===== src/rtl/flag_unit.sv =====
// Condition flag unit: live NZCV, saved flags and update pulse.
// Handles ALU/MUL flag setting, direct writes and exception save/restore.
module flag_unit (
    input  logic        clk,
    input  logic        rst,
    input  logic        res_valid,
    input  logic        exec,
    input  logic        stall,
    input  logic [3:0]  alu_op,
    input  logic        s_bit,
    input  logic        is_mul,
    input  logic [31:0] alu_result,
    input  logic        alu_cout,
    input  logic        shifter_cout,
    input  logic        op_a_msb,
    input  logic        op_b_msb,
    input  logic        msr_we,
    input  logic [3:0]  msr_data,
    input  logic        save,
    input  logic        restore,
    output logic [3:0]  nzcv,
    output logic [3:0]  spsr_f,
    output logic        carry_in,
    output logic        flag_upd
);

    logic       is_add;
    logic       is_sub;
    logic       is_rsb;
    logic       is_tst;
    logic       arith;
    logic       qual;
    logic       alu_upd;
    logic       mul_upd;
    logic       r_msb;
    logic       r_zero;
    logic       v_arith;
    logic       wr;
    logic [3:0] nzcv_nxt;

    always_comb begin
        is_add = 1'b0;
        is_sub = 1'b0;
        is_rsb = 1'b0;
        case (alu_op)
            4'd4, 4'd5, 4'd11: is_add = 1'b1;
            4'd2, 4'd6, 4'd10: is_sub = 1'b1;
            4'd3, 4'd7:        is_rsb = 1'b1;
            default:           ;
        endcase
    end

    // Opcodes 8..11 (TST/TEQ/CMP/CMN) always set flags.
    assign is_tst  = (alu_op[3:2] == 2'b10);
    assign arith   = is_add | is_sub | is_rsb;
    assign qual    = res_valid & exec & ~stall;
    assign alu_upd = qual & ~is_mul & (s_bit | is_tst);
    assign mul_upd = qual & is_mul & s_bit;
    assign r_msb   = alu_result[31];
    assign r_zero  = (alu_result == 32'd0);

    always_comb begin
        v_arith = 1'b0;
        unique case (1'b1)
            is_add:  v_arith = (op_a_msb == op_b_msb) & (r_msb != op_a_msb);
            is_sub:  v_arith = (op_a_msb != op_b_msb) & (r_msb != op_a_msb);
            is_rsb:  v_arith = (op_a_msb != op_b_msb) & (r_msb != op_b_msb);
            default: v_arith = 1'b0;
        endcase
    end

    always_comb begin
        nzcv_nxt = nzcv;
        wr       = 1'b0;
        if (restore) begin
            nzcv_nxt = spsr_f;
            wr       = 1'b1;
        end else if (msr_we) begin
            nzcv_nxt = msr_data;
            wr       = 1'b1;
        end else if (alu_upd) begin
            nzcv_nxt[3] = r_msb;
            nzcv_nxt[2] = r_zero;
            nzcv_nxt[1] = arith ? alu_cout : shifter_cout;
            nzcv_nxt[0] = arith ? v_arith : nzcv[0];
            wr          = 1'b1;
        end else if (mul_upd) begin
            nzcv_nxt[3] = r_msb;
            nzcv_nxt[2] = r_zero;
            wr          = 1'b1;
        end
    end

    always_ff @(posedge clk or posedge rst) begin
        if (rst) begin
            nzcv     <= 4'd0;
            spsr_f   <= 4'd0;
            flag_upd <= 1'b0;
        end else begin
            nzcv     <= nzcv_nxt;
            flag_upd <= wr;
            if (save)
                spsr_f <= nzcv;
        end
    end

    assign carry_in = nzcv[1];

endmodule


===== config.mk =====
export PLATFORM = sky130hd
export DESIGN_NAME = flag_unit
export DESIGN_NICKNAME = d
export VERILOG_FILES = /design/src/rtl/flag_unit.sv
export SDC_FILE = /design/constraint.sdc
export NUM_CORES = 1
export LEC_CHECK = 0
export BUFFER_PORTS_ARGS = -buffer_cell sky130_fd_sc_hd__buf_4
export CORE_MARGIN = 4
export CORE_UTILIZATION = 38
export DETAILED_ROUTE_END_ITERATION = 10
export PLACE_DENSITY_LB_ADDON = 0.15
export SYNTH_ARGS = -nofsm -noshare
export SYNTH_HDL_FRONTEND = slang
export SYNTH_SLANG_ARGS = --single-unit

===== constraint.sdc =====
create_clock -name clk -period 1.5 [get_ports clk]
set_input_delay 0.15 -clock clk [delete_from_list [all_inputs] [get_ports clk]]
set_output_delay 0.15 -clock clk [all_outputs]
set_load 0.005 [all_outputs]

==> impl_metrics.csv, run 1 <==
group,metric,value,unit
power_and_ir_drop,power_switching_share,0.275,
sta,report.final.hold_viol_count,0,
sta,rsz0062_at_grt,"false",
drt,totalWireLength,2260,um
sta,timing.final.crit_share,0.777,
critical_path,crit_arrival,1.34,ns
die,initial_utilization,0.421,
global_route,grtUsageTotal,0.190,
die,floorplan.die.width,49.8,um
power_and_ir_drop,power_frac_seq,0.389,
synth,yosys.cell_count.top_type,"sky130_fd_sc_hd__dfrtp_1",
critical_path,max_stage_delay,0.53,ns
cts,cts.sinks,9,
critical_path,timing.setup.critical_path_class,"input pin to flop",
critical_path,end_kind,"flop",
cts,tritoncts,"yes",
global_route,first_global_vias,900,
layout,final_stage_net_count,196,
synth,synthesis.nets,128,
synth,synth_top_area_share,0.339,
layout,areaGrowthSynthToFinish,78.5,%
global_route,grt_first_pass_wirelength,3730,um
placement,dp_hpwl,1970,um
global_route,antenna_violations_before_repair,0,
power_and_ir_drop,total_power,816,uW
critical_path,start_kind,"input pin",
synth,synth-seq-cells,9,
cts,numCtsBuffers,3,
synth,synthTopCellsByArea,"sky130_fd_sc_hd__dfrtp_1, sky130_fd_sc_hd__mux2_2, sky130_fd_sc_hd__mux2i_1",
cts,worstSkewPairLatency,0.25,ns
layout,final_layout_size_suffix_gt1_frac,0.532,
power_and_ir_drop,power.density_cell_area,688,nW/um2
sta,worst_slew_pin_slew,0.379,ns
critical_path,critical-path-slowest-cell,"sky130_fd_sc_hd__or4_4",
sta,fin_crit,1.17,ns
sta,final_max_slew_viol_count,0,
power_and_ir_drop,power_switching,224,uW
drt,remaining_routing_drc_violations,0,
power_and_ir_drop,static-leakage-power,0.000581,uW
critical_path,crit_path_cell_trace,"buf_4, nand3b_1, or4_4, or2_1, o221ai_2",
drt,dr.first_iter.drc_count,6,
die,num_rows,14,
synth,synth-seq-area-share,0.339,
sta,totalNegativeSetupSlack,0,ns
synth,post_synth_num_cell_types,29,
critical_path,critical_path.n_buffers_inverters,1,
placement,io_buffers,63,
synth,synth-warning-count,0,
cts,cts-root-buf,"sky130_fd_sc_hd__clkbuf_4",
flow_run,drv_cap,0,
critical_path,crit_fanout,3,
power_and_ir_drop,power_frac_clock,0.227,
layout,num_antenna_cells,0,
sta,setup_viol,0,
drt,antenna_violating_nets_post_route,0,
synth,synth_top_cell_by_area,"sky130_fd_sc_hd__dfrtp_1",
placement,global_placement_routability_congestion,0.733,
placement,dpl_cell_area,1150,um2
synth,synthesis.area_per_instance,8.98,um2
power_and_ir_drop,intPower,592,uW
drt,vias,826,
sta,timing.slew.headroom,0.741,
cts,cts.hold.buffers_added,1,
cts,ctsHtreeMaxLevel,1,
cts,clock_path_buffers,2,
drt,detail_route.wl_per_cell,14.4,um
outcome,run_status,"finished clean",
synth,asyncSetResetFlopFracSynth,1.00,
drt,via_per_inst,5.26,
critical_path,cp_top_family,"simple AND/OR/NAND/NOR gates",
power_and_ir_drop,vdd.ir_drop.worst,0.745,mV
cts,cts.repair_timing.setup_buffer_count,0,
cts,clock_pin_slew_on_the_worst_setup_and_hold_paths,0.06,ns
sta,skew,0.00212,ns
layout,final_area,1190,um2
die,die_y,49.8,um
sta,max_clock_freq,858,MHz
synth,synthTopCellsByCount,"sky130_fd_sc_hd__dfrtp_1, sky130_fd_sc_hd__nor4_1, sky130_fd_sc_hd__a21oi_1",
die,floorplan.core_area,1580,um2
die,die_area,2480,um2
synth,netlist_instances,74,
min_path,hold_path.class,"input pin to flop",
synth,synth_edf_count,0,
power_and_ir_drop,comb_power_share,0.384,
synth,syn-cell-area,664,um2
global_route,grt-ovfl-total,0,
critical_path,crit_required,1.68,ns
global_route,grt_start_max_net_pins,10,
drt,drt_pass1_iterations,4,
cts,ctsResizeCount,0,
die,io-pin-count,64,
synth,synth_top_flop_cell,"sky130_fd_sc_hd__dfrtp_1",
[per-layer routing]
metal / vias to the layer above / routed length (um) / global-route usage
li1: 417 / - / -
met4: 0 / 16 / 0.0369
met1: 379 / 802 / 0.186
met3: 2 / 149 / 0.0542
met2: 28 / 1290 / 0.383
met5: - / 0 / 0
[path summary, 6_finish.rpt]
path / cells after the start / start / slack (ns) / endpoint
max: 5 / stall / 0.33 / nzcv[0]$_DFFE_PP0P_
min in group asynchronous: 3 / rst / 0.41 / spsr_f[0]$_DFFE_PP0P_
max reg2reg: 3 / spsr_f[0]$_DFFE_PP0P_ / 0.48 / nzcv[0]$_DFFE_PP0P_
min reg2reg: 1 / nzcv[2]$_DFFE_PP0P_ / 0.54 / spsr_f[2]$_DFFE_PP0P_
max in group asynchronous: 3 / rst / 0.84 / flag_upd$_DFF_PP0_
min: 3 / msr_data[1] / 0.17 / nzcv[1]$_DFFE_PP0P_
[power groups by stage]
stage	logic, uW	clock network, uW	registers [uW]
after floorplan	107	0	319
after global placement	303	0	319
after detailed placement	313	0	321
after CTS	316	188	317
after global routing	344	200	325
final	313	185	318
[logic make-up (layout without fill, tap and decap cells)]
group,after synthesis,after routing,synth area share
AOI/OAI and AO/OA,18,18,0.183
xor gates and xnor gates,1,1,0.0132
buffers and inverters,5,72,0.0339
DFF,9,9,0.339
muxes,10,10,0.160
and+or+nand+nor,31,31,0.271
[layout by cell type (no fill, tap or decap), drive strengths merged, types with 2 or more instances in the layout]
cell type and n:
nor2 5, or4 2, clkbuf 4, buf 63, nor4 8, nand2 5, mux2i 5, mux2 5
nor2b 2, dfrtp 9, o22ai 4, a21oi 7, inv 4, nand2b 3
[registers in the layout, summed over array words and instances (netlist names)]
name	count
nzcv	4
flag_upd	1
spsr_f	4
[stage by stage]
| step | util | worst slack (ns) | std cells | hold slack (ns) |
|---|---|---|---|---|
| after CTS | 0.752 | 0.327 | 157 | 0.179 |
| final | 0.752 | 0.334 | 157 | 0.172 |
| after global placement | 0.729 | 0.0897 | 152 | 0.132 |
| after global routing | 0.752 | 0.224 | 157 | 0.185 |
| after detailed placement | 0.729 | 0.0690 | 152 | 0.141 |
| after floorplan | - | 0.230 | 74 | -0.0221 |
[tightest hold or removal path: stages]
cell,delay (ns)
sky130_fd_sc_hd__buf_4,0.08
sky130_fd_sc_hd__o22ai_1,0.05
sky130_fd_sc_hd__a21oi_1,0.11
[cell type report]
cell class	count	area (um2)
well taps	16	20.0
inverters	4	15.0
clock buffers	4	26.3
repair buffers	64	483
multi-input cells	60	417
flip-flops and latches	9	225
fillers	129	390
(Power assumes the default switching activity.)
==> run 2: changes to the inputs <==
Settings changed: ABC_AREA from default to 1, CORE_UTILIZATION 38 to 37.
Clock period 1.5 ns to 1.1 ns, I/O delays scaled along.
==> run 2 against run 1 <==
Net effect:
- design area rose by 8.6%
- largest power group is now combinational logic
- flip-flop and latch count unchanged
- largest cell class unchanged
- non-clock buffer count is the same
- synthesized cell count is 64% higher
==> impl_metrics.csv, run 2 <==
group,metric,value,unit
outcome,run_status,"finished clean",
power_and_ir_drop,power_switching_share,0.281,
critical_path,start_kind,"flop",
global_route,grt_util_met3,0.0310,
drt,totalWireLength,2000,um
synth,synth_top_flop_cell,"sky130_fd_sc_hd__dfrtp_1",
layout,largest_registers,"nzcv x4, spsr_f x4, flag_upd x1",
global_route,antenna_violations_before_repair,0,
sta,fin_ws,0.183,ns
sta,totalNegativeSetupSlack,0,ns
synth,yosys.cell_count.top_type,"sky130_fd_sc_hd__nand2_1",
drt,dr.first_iter.drc_count,15,
global_route,groute.layer.met2.usage,0.260,
layout,num_antenna_cells,0,
sta,timing.slew.headroom,0.784,
power_and_ir_drop,static-leakage-power,0.000699,uW
critical_path,crit_path_cell_trace,"buf_4",
power_and_ir_drop,power_switching,306,uW
die,floorplan.die.width,53.1,um
critical_path,timing.setup.critical_path_class,"flop to output pin",
power_and_ir_drop,vdd.ir_drop.worst,0.446,mV
sta,max_clock_freq,1090,MHz
global_route,grt-ovfl-total,0,
global_route,grt_first_pass_wirelength,3190,um
synth,synthesis.nets,175,
critical_path,cp-startpoint,"spsr_f[3]$_DFFE_PP0P_",
layout,fillCellCount,178,
synth,asyncSetResetFlopFracSynth,1.00,
critical_path,critical_path.n_buffers_inverters,1,
cts,cts-root-buf,"sky130_fd_sc_hd__clkbuf_4",
die,io-pin-count,64,
placement,place_ws,0.145,ns
die,die_area,2820,um2
layout,final_area,1290,um2
layout,areaGrowthSynthToFinish,71.1,%
power_and_ir_drop,comb_power_share,0.391,
synth,synthesis.area_per_instance,6.22,um2
critical_path,r2r_start,"spsr_f[3]$_DFFE_PP0P_",
sta,skew,0.000258,ns
drt,vias,934,
min_path,hold_path.class,"input pin to flop",
sta,report.final.hold_viol_count,0,
critical_path,critical-path-slowest-cell,"sky130_fd_sc_hd__dfrtp_1",
die,floorplan.core_area,1940,um2
synth,netlist_instances,121,
critical_path,crit_fanout,3,
sta,fin_crit,0.917,ns
layout,final_cell_mix,"sky130_fd_sc_hd__buf_4, sky130_fd_sc_hd__nand2_1, sky130_fd_sc_hd__nor2_1",
drt,drt_pass1_iterations,4,
flow_run,drv_cap,0,
die,initial_utilization,0.388,
cts,cts.repair_timing.setup_buffer_count,0,
drt,via_per_inst,4.34,
layout,final_stage_net_count,243,
synth,post_synth_num_cell_types,23,
cts,tritoncts,"yes",
drt,detail_route.wl_per_cell,9.30,um
synth,synth_top_area_share,0.299,
global_route,grt_util_met1,0.187,
synth,synth_edf_count,0,
die,die_y,53.1,um
layout,layout.cells.most_common,"sky130_fd_sc_hd__buf_4",
sta,final_max_slew_viol_count,0,
synth,synth_top_cell_by_area,"sky130_fd_sc_hd__dfrtp_1",
cts,cts.sinks,9,
synth,synthTopCellsByArea,"sky130_fd_sc_hd__dfrtp_1, sky130_fd_sc_hd__nand2_1, sky130_fd_sc_hd__nor2_1",
cts,clock_pin_slew_on_the_worst_setup_and_hold_paths,0.06,ns
drt,antenna_violating_nets_post_route,0,
die,num_rows,16,
placement,io_buffers,63,
min_path,hold_path_startpoint,"save",
synth,synth-seq-cells,9,
placement,global_placement_routability_congestion,0.764,
critical_path,max_stage_delay,0.41,ns
sta,rsz0062_at_grt,"false",
power_and_ir_drop,power_frac_clock,0.222,
layout,multi_input_comb_area,460,um2
critical_path,cp_top_family,"flip-flops",
synth,synth-seq-area-share,0.299,
synth,syn-cell-area,753,um2
cts,numCtsBuffers,3,
critical_path,crit_arrival,0.81,ns
sta,timing.final.crit_share,0.834,
synth,synthTopCellsByCount,"sky130_fd_sc_hd__nand2_1, sky130_fd_sc_hd__nor2_1, sky130_fd_sc_hd__inv_1, sky130_fd_sc_hd__dfrtp_1",
power_and_ir_drop,power.density_cell_area,844,nW/um2
global_route,first_global_vias,846,
sta,setup_viol,0,
critical_path,crit_required,0.99,ns
placement,dpl_cell_area,1250,um2
sta,worst_slew_pin_slew,0.323,ns
global_route,most_utilized_layer_in_the_global_route_result,"met2",
power_and_ir_drop,intPower,782,uW
drt,remaining_routing_drc_violations,0,
power_and_ir_drop,power_frac_seq,0.387,
synth,synth-warning-count,0,
critical_path,end_kind,"output pin",
layout,register_area,225,um2
cts,ctsHtreeMaxLevel,1,
global_route,grtUsageTotal,0.150,
cts,worstSkewPairLatency,0.25,ns
layout,final_layout_size_suffix_gt1_frac,0.399,
global_route,grt_start_max_net_pins,10,
cts,clock_path_buffers,2,
[run 2: cell families after synthesis]
family                    Yosys count  synth area share
and+or+nand+nor                    78             0.448
buffers and inverters              17            0.0897
AOI/OAI and AO/OA                  13             0.110
DFF                                 9             0.299
xor gates and xnor gates            2            0.0233
muxes                               2            0.0299
[run 2: layout make-up]
| type | count | area share |
|---|---|---|
| clock buffer | 4 | 0.0204 |
| inverter | 16 | 0.0466 |
| multi-input combinational | 95 | 0.357 |
| sequential | 9 | 0.175 |
| tap | 27 | 0.0262 |
| timing repair buffer | 64 | 0.375 |
[run 2: path summary, 6_finish.rpt]
check | to | slack (ns) | depth (start not counted)
hold / removal | spsr_f[3]$_DFFE_PP0P_ | 0.08 | 2
min in group asynchronous | nzcv[3]$_DFFE_PP0P_ | 0.37 | 3
max in group asynchronous | spsr_f[1]$_DFFE_PP0P_ | 0.49 | 3
hold reg to reg | nzcv[0]$_DFFE_PP0P_ | 0.53 | 2
setup reg to reg | nzcv[3]$_DFFE_PP0P_ | 0.23 | 4
setup / recovery | spsr_f[3] | 0.18 | 1
[run 2: metrics by stage]
stage	util	total power [uW]	instances	hold WS (ns)
after CTS	0.664	1100	215	0.0710
after floorplan	-	581	121	-0.0621
after global placement	0.645	844	210	0.0860
after global routing	0.664	1180	215	0.0747
after detailed placement	0.645	855	210	0.0868
final	0.664	1090	215	0.0758
[run 2: power by group through the flow]
stage | logic, uW | clock network [uW] | registers [uW]
finish | 425 | 241 | 421
global route | 472 | 279 | 428
CTS | 431 | 252 | 422
detailed placement | 427 | 0 | 428
global placement | 419 | 0 | 426
floorplan | 158 | 0 | 424
[run 2: metal layers]
layer	share of wire	routed length (um)	vias to the layer above
li1	-	-	512
met4	0.0070	14	0
met1	0.40	801	382
met3	0.095	190	2
met2	0.50	992	38
met5	0	0	-
[run 2: timing repair]
action                                 4_1_cts  5_1_grt
endpoints found under the hold margin        9        0
gates resized for setup                      0        0
hold buffers                                 1        0
